## src/rtl/mdio_generador_if.sv

```systemverilog
// rtl/mdio_generador_if.sv - MDIO generator request/response and serial line bundle
//   mdio_start/t_data    : frame request and frame word (master -> generator)
//   mdio_in              : serial data returned by the peripheral
//   MDC/mdio_out/mdio_oe : management clock, serial data out, output enable
//   rd_data/data_rdy     : last read result and its one-cycle update strobe
//   busy                 : frame in progress
interface mdio_generador_if;
    logic        mdio_start;
    logic [31:0] t_data;
    logic        mdio_in;
    logic        MDC;
    logic        mdio_out;
    logic        mdio_oe;
    logic [15:0] rd_data;
    logic        data_rdy;
    logic        busy;

    modport master (
        output mdio_start, t_data, mdio_in,
        input  MDC, mdio_out, mdio_oe, rd_data, data_rdy, busy
    );

    modport slave (
        input  mdio_start, t_data, mdio_in,
        output MDC, mdio_out, mdio_oe, rd_data, data_rdy, busy
    );
endinterface

```

## src/rtl/mdio_generador.sv

```systemverilog
// rtl/mdio_generador.sv - MDIO frame generator (preamble, TX, RX, one-cycle DONE)
//   clk : system clock, MDC is clk/2 during a frame
//   rst : synchronous active-low reset
//   bus : mdio_generador_if.slave (request, frame word, serial line, read result)
module mdio_generador (
    input  logic               clk,
    input  logic               rst,
    mdio_generador_if.slave    bus
);
    typedef enum logic [4:0] {
        IDLE     = 5'b00001,
        PREAMBLE = 5'b00010,
        TX       = 5'b00100,
        RX       = 5'b01000,
        DONE     = 5'b10000
    } state_t;

    state_t      state_q, state_d;
    // One counter spans the whole 128-cycle frame: bit 0 is the MDC phase,
    // bits [6:1] the bit-period index (0..31 preamble, 32.. frame bits).
    logic [6:0]  cnt_q, cnt_d;
    logic [31:0] frame_q, frame_d;
    // Holds the first 15 data bits; the 16th comes straight from mdio_in
    // on the closing edge when the result is copied to rd_data.
    logic [14:0] shift_q, shift_d;
    logic [15:0] rd_data_q, rd_data_d;
    logic        is_read;
    logic [4:0]  tx_idx;

    assign is_read = (frame_q[29:28] == 2'b10);
    // Frame bit k (32..63) transmits frame_q[63-k] == frame_q[~k[4:0]].
    assign tx_idx  = ~cnt_q[5:1];

    always_ff @(posedge clk) begin
        if (!rst) begin
            state_q <= IDLE;
            cnt_q   <= 7'd0;
            frame_q <= 32'd0;
            shift_q <= 15'd0;
            // A reset that aborts a frame must not disturb the last read
            // result; only a reset taken while idle clears it.
            if (state_q == IDLE)
                rd_data_q <= 16'h0000;
        end else begin
            state_q   <= state_d;
            cnt_q     <= cnt_d;
            frame_q   <= frame_d;
            shift_q   <= shift_d;
            rd_data_q <= rd_data_d;
        end
    end

    always_comb begin
        state_d   = state_q;
        cnt_d     = cnt_q;
        frame_d   = frame_q;
        shift_d   = shift_q;
        rd_data_d = rd_data_q;
        case (state_q)
            IDLE: begin
                cnt_d = 7'd0;
                if (bus.mdio_start) begin
                    frame_d = bus.t_data;
                    state_d = PREAMBLE;
                end
            end
            PREAMBLE: begin
                cnt_d = cnt_q + 7'd1;
                if (cnt_q == 7'd63)
                    state_d = TX;
            end
            TX: begin
                cnt_d = cnt_q + 7'd1;
                // Read: 14 header bits end at bit period 45; write: all 32 bits.
                if (is_read && cnt_q == 7'd91)
                    state_d = RX;
                else if (!is_read && cnt_q == 7'd127)
                    state_d = DONE;
            end
            RX: begin
                cnt_d = cnt_q + 7'd1;
                // Bit periods 46,47 are turnaround; data occupies 48..63.
                if (cnt_q[0] && cnt_q[6:1] >= 6'd48)
                    shift_d = {shift_q[13:0], bus.mdio_in};
                if (cnt_q == 7'd127) begin
                    state_d   = DONE;
                    rd_data_d = {shift_q, bus.mdio_in};
                end
            end
            DONE: begin
                cnt_d   = 7'd0;
                state_d = IDLE;
            end
            default: begin
                cnt_d   = 7'd0;
                state_d = IDLE;
            end
        endcase
    end

    always_comb begin
        bus.MDC      = 1'b0;
        bus.mdio_out = 1'b0;
        bus.mdio_oe  = 1'b0;
        bus.busy     = 1'b0;
        bus.data_rdy = 1'b0;
        case (state_q)
            PREAMBLE: begin
                bus.MDC      = cnt_q[0];
                bus.mdio_out = 1'b1;
                bus.mdio_oe  = 1'b1;
                bus.busy     = 1'b1;
            end
            TX: begin
                bus.MDC      = cnt_q[0];
                bus.mdio_out = frame_q[tx_idx];
                bus.mdio_oe  = 1'b1;
                bus.busy     = 1'b1;
            end
            RX: begin
                bus.MDC  = cnt_q[0];
                bus.busy = 1'b1;
            end
            DONE: begin
                bus.data_rdy = is_read;
            end
            default: ;
        endcase
    end

    assign bus.rd_data = rd_data_q;
endmodule

```

## src/flat_wrapper.sv

```systemverilog
// flat-port wrapper written by rule: the top's interface ports become plain ports
module mdio_generador_flat 
  (clk, rst, bus_mdio_start, bus_t_data, bus_mdio_in, bus_MDC, bus_mdio_out, bus_mdio_oe, bus_rd_data, bus_data_rdy, bus_busy);
  mdio_generador_if bus_i ();
  input  logic clk;
  input  logic rst;
  input wire logic [$bits(bus_i.mdio_start)-1:0] bus_mdio_start;
  input wire logic [$bits(bus_i.t_data)-1:0] bus_t_data;
  input wire logic [$bits(bus_i.mdio_in)-1:0] bus_mdio_in;
  output wire logic [$bits(bus_i.MDC)-1:0] bus_MDC;
  output wire logic [$bits(bus_i.mdio_out)-1:0] bus_mdio_out;
  output wire logic [$bits(bus_i.mdio_oe)-1:0] bus_mdio_oe;
  output wire logic [$bits(bus_i.rd_data)-1:0] bus_rd_data;
  output wire logic [$bits(bus_i.data_rdy)-1:0] bus_data_rdy;
  output wire logic [$bits(bus_i.busy)-1:0] bus_busy;
  assign bus_i.mdio_start = bus_mdio_start;
  assign bus_i.t_data = bus_t_data;
  assign bus_i.mdio_in = bus_mdio_in;
  assign bus_MDC = bus_i.MDC;
  assign bus_mdio_out = bus_i.mdio_out;
  assign bus_mdio_oe = bus_i.mdio_oe;
  assign bus_rd_data = bus_i.rd_data;
  assign bus_data_rdy = bus_i.data_rdy;
  assign bus_busy = bus_i.busy;
  mdio_generador u_core (.clk(clk), .rst(rst), .bus(bus_i));
endmodule
```

## config.mk

```make
export PLATFORM = sky130hd
export DESIGN_NAME = mdio_generador_flat
export DESIGN_NICKNAME = d
export VERILOG_FILES = /design/src/rtl/mdio_generador_if.sv /design/src/rtl/mdio_generador.sv /design/src/flat_wrapper.sv
export SDC_FILE = /design/constraint.sdc
export NUM_CORES = 1
export LEC_CHECK = 0
export ABC_AREA = 1
export CAP_MARGIN = 20
export CORE_UTILIZATION = 55
export DETAILED_ROUTE_END_ITERATION = 10
export PLACE_DENSITY_LB_ADDON = 0.12
export SETUP_SLACK_MARGIN = 0.2
export SYNTH_ARGS = -nofsm -noshare
export SYNTH_HDL_FRONTEND = slang
export SYNTH_SLANG_ARGS = --single-unit
```

## constraint.sdc

```tcl
create_clock -name clk -period 7 [get_ports clk]
set_input_delay 0.7 -clock clk [delete_from_list [all_inputs] [get_ports clk]]
set_output_delay 0.7 -clock clk [all_outputs]
set_load 0.005 [all_outputs]
```

==> results.sh <==
export IMPL_required_ps=6300
export IMPL_hold_path_class="reg -> reg"
export IMPL_fin_crit_ps=3416
export IMPL_r2r_slack_ps=4670
export IMPL_place_ws_ps=3959
export IMPL_startpoint_type="flop"
export IMPL_io_pins=57
export IMPL_start_util_pct=57.25
export IMPL_die_h_um=80.51
export IMPL_end_kind="primary output"
export IMPL_insertion_delay_ps=350
export IMPL_clk_pin_slew_ps=90
export IMPL_rsz0062_at_grt="no"
export IMPL_status="finished clean"
export IMPL_setup_ws_ps=3584
export IMPL_holdBufCountCts=0
export IMPL_hold_end="u_core.shift_q[14]"
export IMPL_vias_per_cell=4.941
export IMPL_num_rows=28
export IMPL_htree_levels=3
export IMPL_drv_slew=0
export IMPL_grt_first_pass_wirelength_um=11180
export IMPL_ctsResizeCount=0
export IMPL_port_buffer_count=56
export IMPL_yosysWarningCount=0
export IMPL_crit_fanout=22
export IMPL_max_cap_violations=0
export IMPL_worst_clock_skew_ps=17.10
export IMPL_hold_viol=0
export IMPL_coreArea_mm2=0.005921
export IMPL_ys_seq_elements=75
export IMPL_syn_inst=436
export IMPL_grt_ovfl_total=0
export IMPL_clockBufferDepth=2
export IMPL_whs_path_depth=2
export IMPL_die_area_mm2=0.006481
export IMPL_worstMarginPinSlew_ps=874.7
export IMPL_root_buffer="clkbuf_8"
export IMPL_cts_sinks=75
export IMPL_die_x_um=80.51
export IMPL_max_stage_delay_ps=770
export IMPL_syn_avg_cell_area_um2=7.774
export IMPL_postCtsSetupBuffers=0
export IMPL_synth_nets=473
export IMPL_remaining_drc_errors=0
export IMPL_final_setup_tns_ps=0
export IMPL_nNetsFinal=521
export IMPL_grt_pass1_vias=2506
export IMPL_ant_nets=0
export IMPL_syn_area_mm2=0.003390
export IMPL_num_antenna_cells=0
export IMPL_worstPathArrival_ps=2720
export IMPL_worst_path_max_delay_cell="dfxtp_1"
export IMPL_place_gp_congestion=0.8917
export IMPL_drt_initial_drc_count=109
export IMPL_cellLeakagePower_uw=0.001780
export IMPL_power_density_mw_per_mm2=270.9
export IMPL_syn_to_final_growth_pct=21.48
export IMPL_yosysSeqAreaShare_pct=49.02
export IMPL_r2r_start="u_core.cnt_q[1]"
export IMPL_max_freq_ghz=0.2927
export IMPL_min_from="u_core.shift_q[14]"
export IMPL_ys_types=32
export IMPL_post_dp_hpwl_um=4622
export IMPL_track_usage_pct=22.65
export IMPL_relSlewSlack_pct=41.48
export IMPL_cts_buffers=9
export IMPL_r2r_cells=10
export IMPL_firstDrtPassIters=4
export IMPL_grt_max_degree=64
export IMPL_worstPathCellList="inv_1, nand2_1, nand3_1, nand2_1, nand2_1, nand2_1, nand3_1, nand2_1, nand2_1, nand2_1, clkdlybuf4s50_1"
export IMPL_ir_drop_uv=164.0
export IMPL_crit_top_cell="nand2_1"
export IMPL_r2r_end="u_core.bus.rd_data[14]"
export IMPL_routedWlPerCell_um=11.82
export IMPL_cts_tree="built"
export IMPL_setup_violations=0
export IMPL_timing_final_crit_share_pct=48.80
export IMPL_antenna_found_initial=0
export IMPL_drt_total_wl_um=6666
export IMPL_vias=2787
export IMPL_criticalPathCategory="reg -> out"
export IMPL_holdWs_ps=449.7
export IMPL_drive_gt1_share_pct=9.202
==> per-layer routing <==
| layer | vias up | track usage, % | part of all wire (%) |
|---|---|---|---|
| li1 | 1488 | - | - |
| met1 | 1241 | 29.83 | 48 |
| met2 | 53 | 35.59 | 46 |
| met3 | 5 | 7.045 | 4.5 |
| met4 | 0 | 6.429 | 0.98 |
| met5 | - | 0 | 0 |
==> flip-flops by register name (all words and copies together), names as in the netlist <==
name / flops
u_core.cnt_q: 7
u_core.state_q: 5
u_core.shift_q: 15
u_core.frame_q: 32
u_core.bus.rd_data: 16
==> Yosys cell counts (all sizes together) <==
cell type / instances / area, µm²
xor2: 1 / 8.760
dfxtp: 59 / 1181
and3: 1 / 6.260
a21oi: 52 / 264.0
nor2: 30 / 137.6
nand3: 26 / 140.1
ha: 1 / 12.51
inv: 75 / 281.5
o21ai: 44 / 235.2
nor3: 7 / 45.04
nand4: 6 / 52.55
buf: 16 / 122.6
clkbuf: 5 / 18.77
clkinv: 3 / 13.76
or2: 1 / 8.760
edfxtp: 16 / 480.5
o211ai: 1 / 7.510
nand2: 92 / 372.9
==> kinds of logic (layout without fill, tap and decap cells) <==
group | Yosys count | count (layout) | synth area share (%)
XOR/XNOR | 1 | 1 | 0.2584
adder cells (fa/ha/maj) | 1 | 1 | 0.3691
flip-flops | 75 | 75 | 49.02
AND/OR/NAND/NOR | 163 | 163 | 22.52
buffers and inverters | 99 | 152 | 12.88
AO/OA/AOI/OAI | 97 | 97 | 14.95
==> worst max path at each step <==
stage                          startpoint               endpoint  slack (ps)  cells past startpoint
after floorplan                       rst  u_core.bus.rd_data[0]        4320                      3
after global placement    u_core.cnt_q[1]           bus_mdio_out        4030                     11
after detailed placement  u_core.cnt_q[1]           bus_mdio_out        3960                     11
after CTS                 u_core.cnt_q[1]           bus_mdio_out        3560                     11
after global routing      u_core.cnt_q[1]           bus_mdio_out        3300                     11
final                     u_core.cnt_q[1]           bus_mdio_out        3580                     11
==> layout by cell type, fill, tap and decap left out, drive strengths merged, types with 4 or more instances in the layout <==
cell	synthesis	final
a21oi	52	52
clkbuf	5	9
clkdlybuf4s50	0	55
clkinv	3	4
dfxtp	59	59
edfxtp	16	16
inv	75	79
nand2	92	92
nand3	26	26
nand4	6	6
nor2	30	30
nor3	7	7
o21ai	44	44
==> worst max-delay path: cells and delay by family (launching register included) <==
family                 cells  cell delay (ps)
buffers and inverters      2              890
flip-flops                 1              770
AND/OR/NAND/NOR            9              710
==> area by class of cell <==
cell class                      count  area, µm²
Clock inverter                      7      81.33
Inverter                           78      295.3
Fill cell                         508       1803
Timing Repair Buffer               58      570.5
Tap cell                           75      93.84
Clock buffer                        9      123.9
Multi-Input combinational cell    262       1291
Sequential cell                    75       1662
==> per-stage QoR <==
step | utilization, % | power (µW) | instance area [µm²] | std cells
after global placement | 66.08 | 777.5 | 3913 | 548
final | 69.55 | 1115 | 4118 | 564
after CTS | 69.55 | 1124 | 4118 | 564
after floorplan | - | 697.8 | 3390 | 436
after global routing | 69.55 | 1180 | 4118 | 564
after detailed placement | 66.08 | 782.5 | 3913 | 548
==> power by group <==
| part | internal, µW | switching (µW) | total (µW) |
|---|---|---|---|
| sequential | 509 | 22.0 | 531 |
| combinational | 102 | 139 | 241 |
| clock | 170 | 173 | 343 |
No activity file was read; power rests on OpenSTA's default activity.
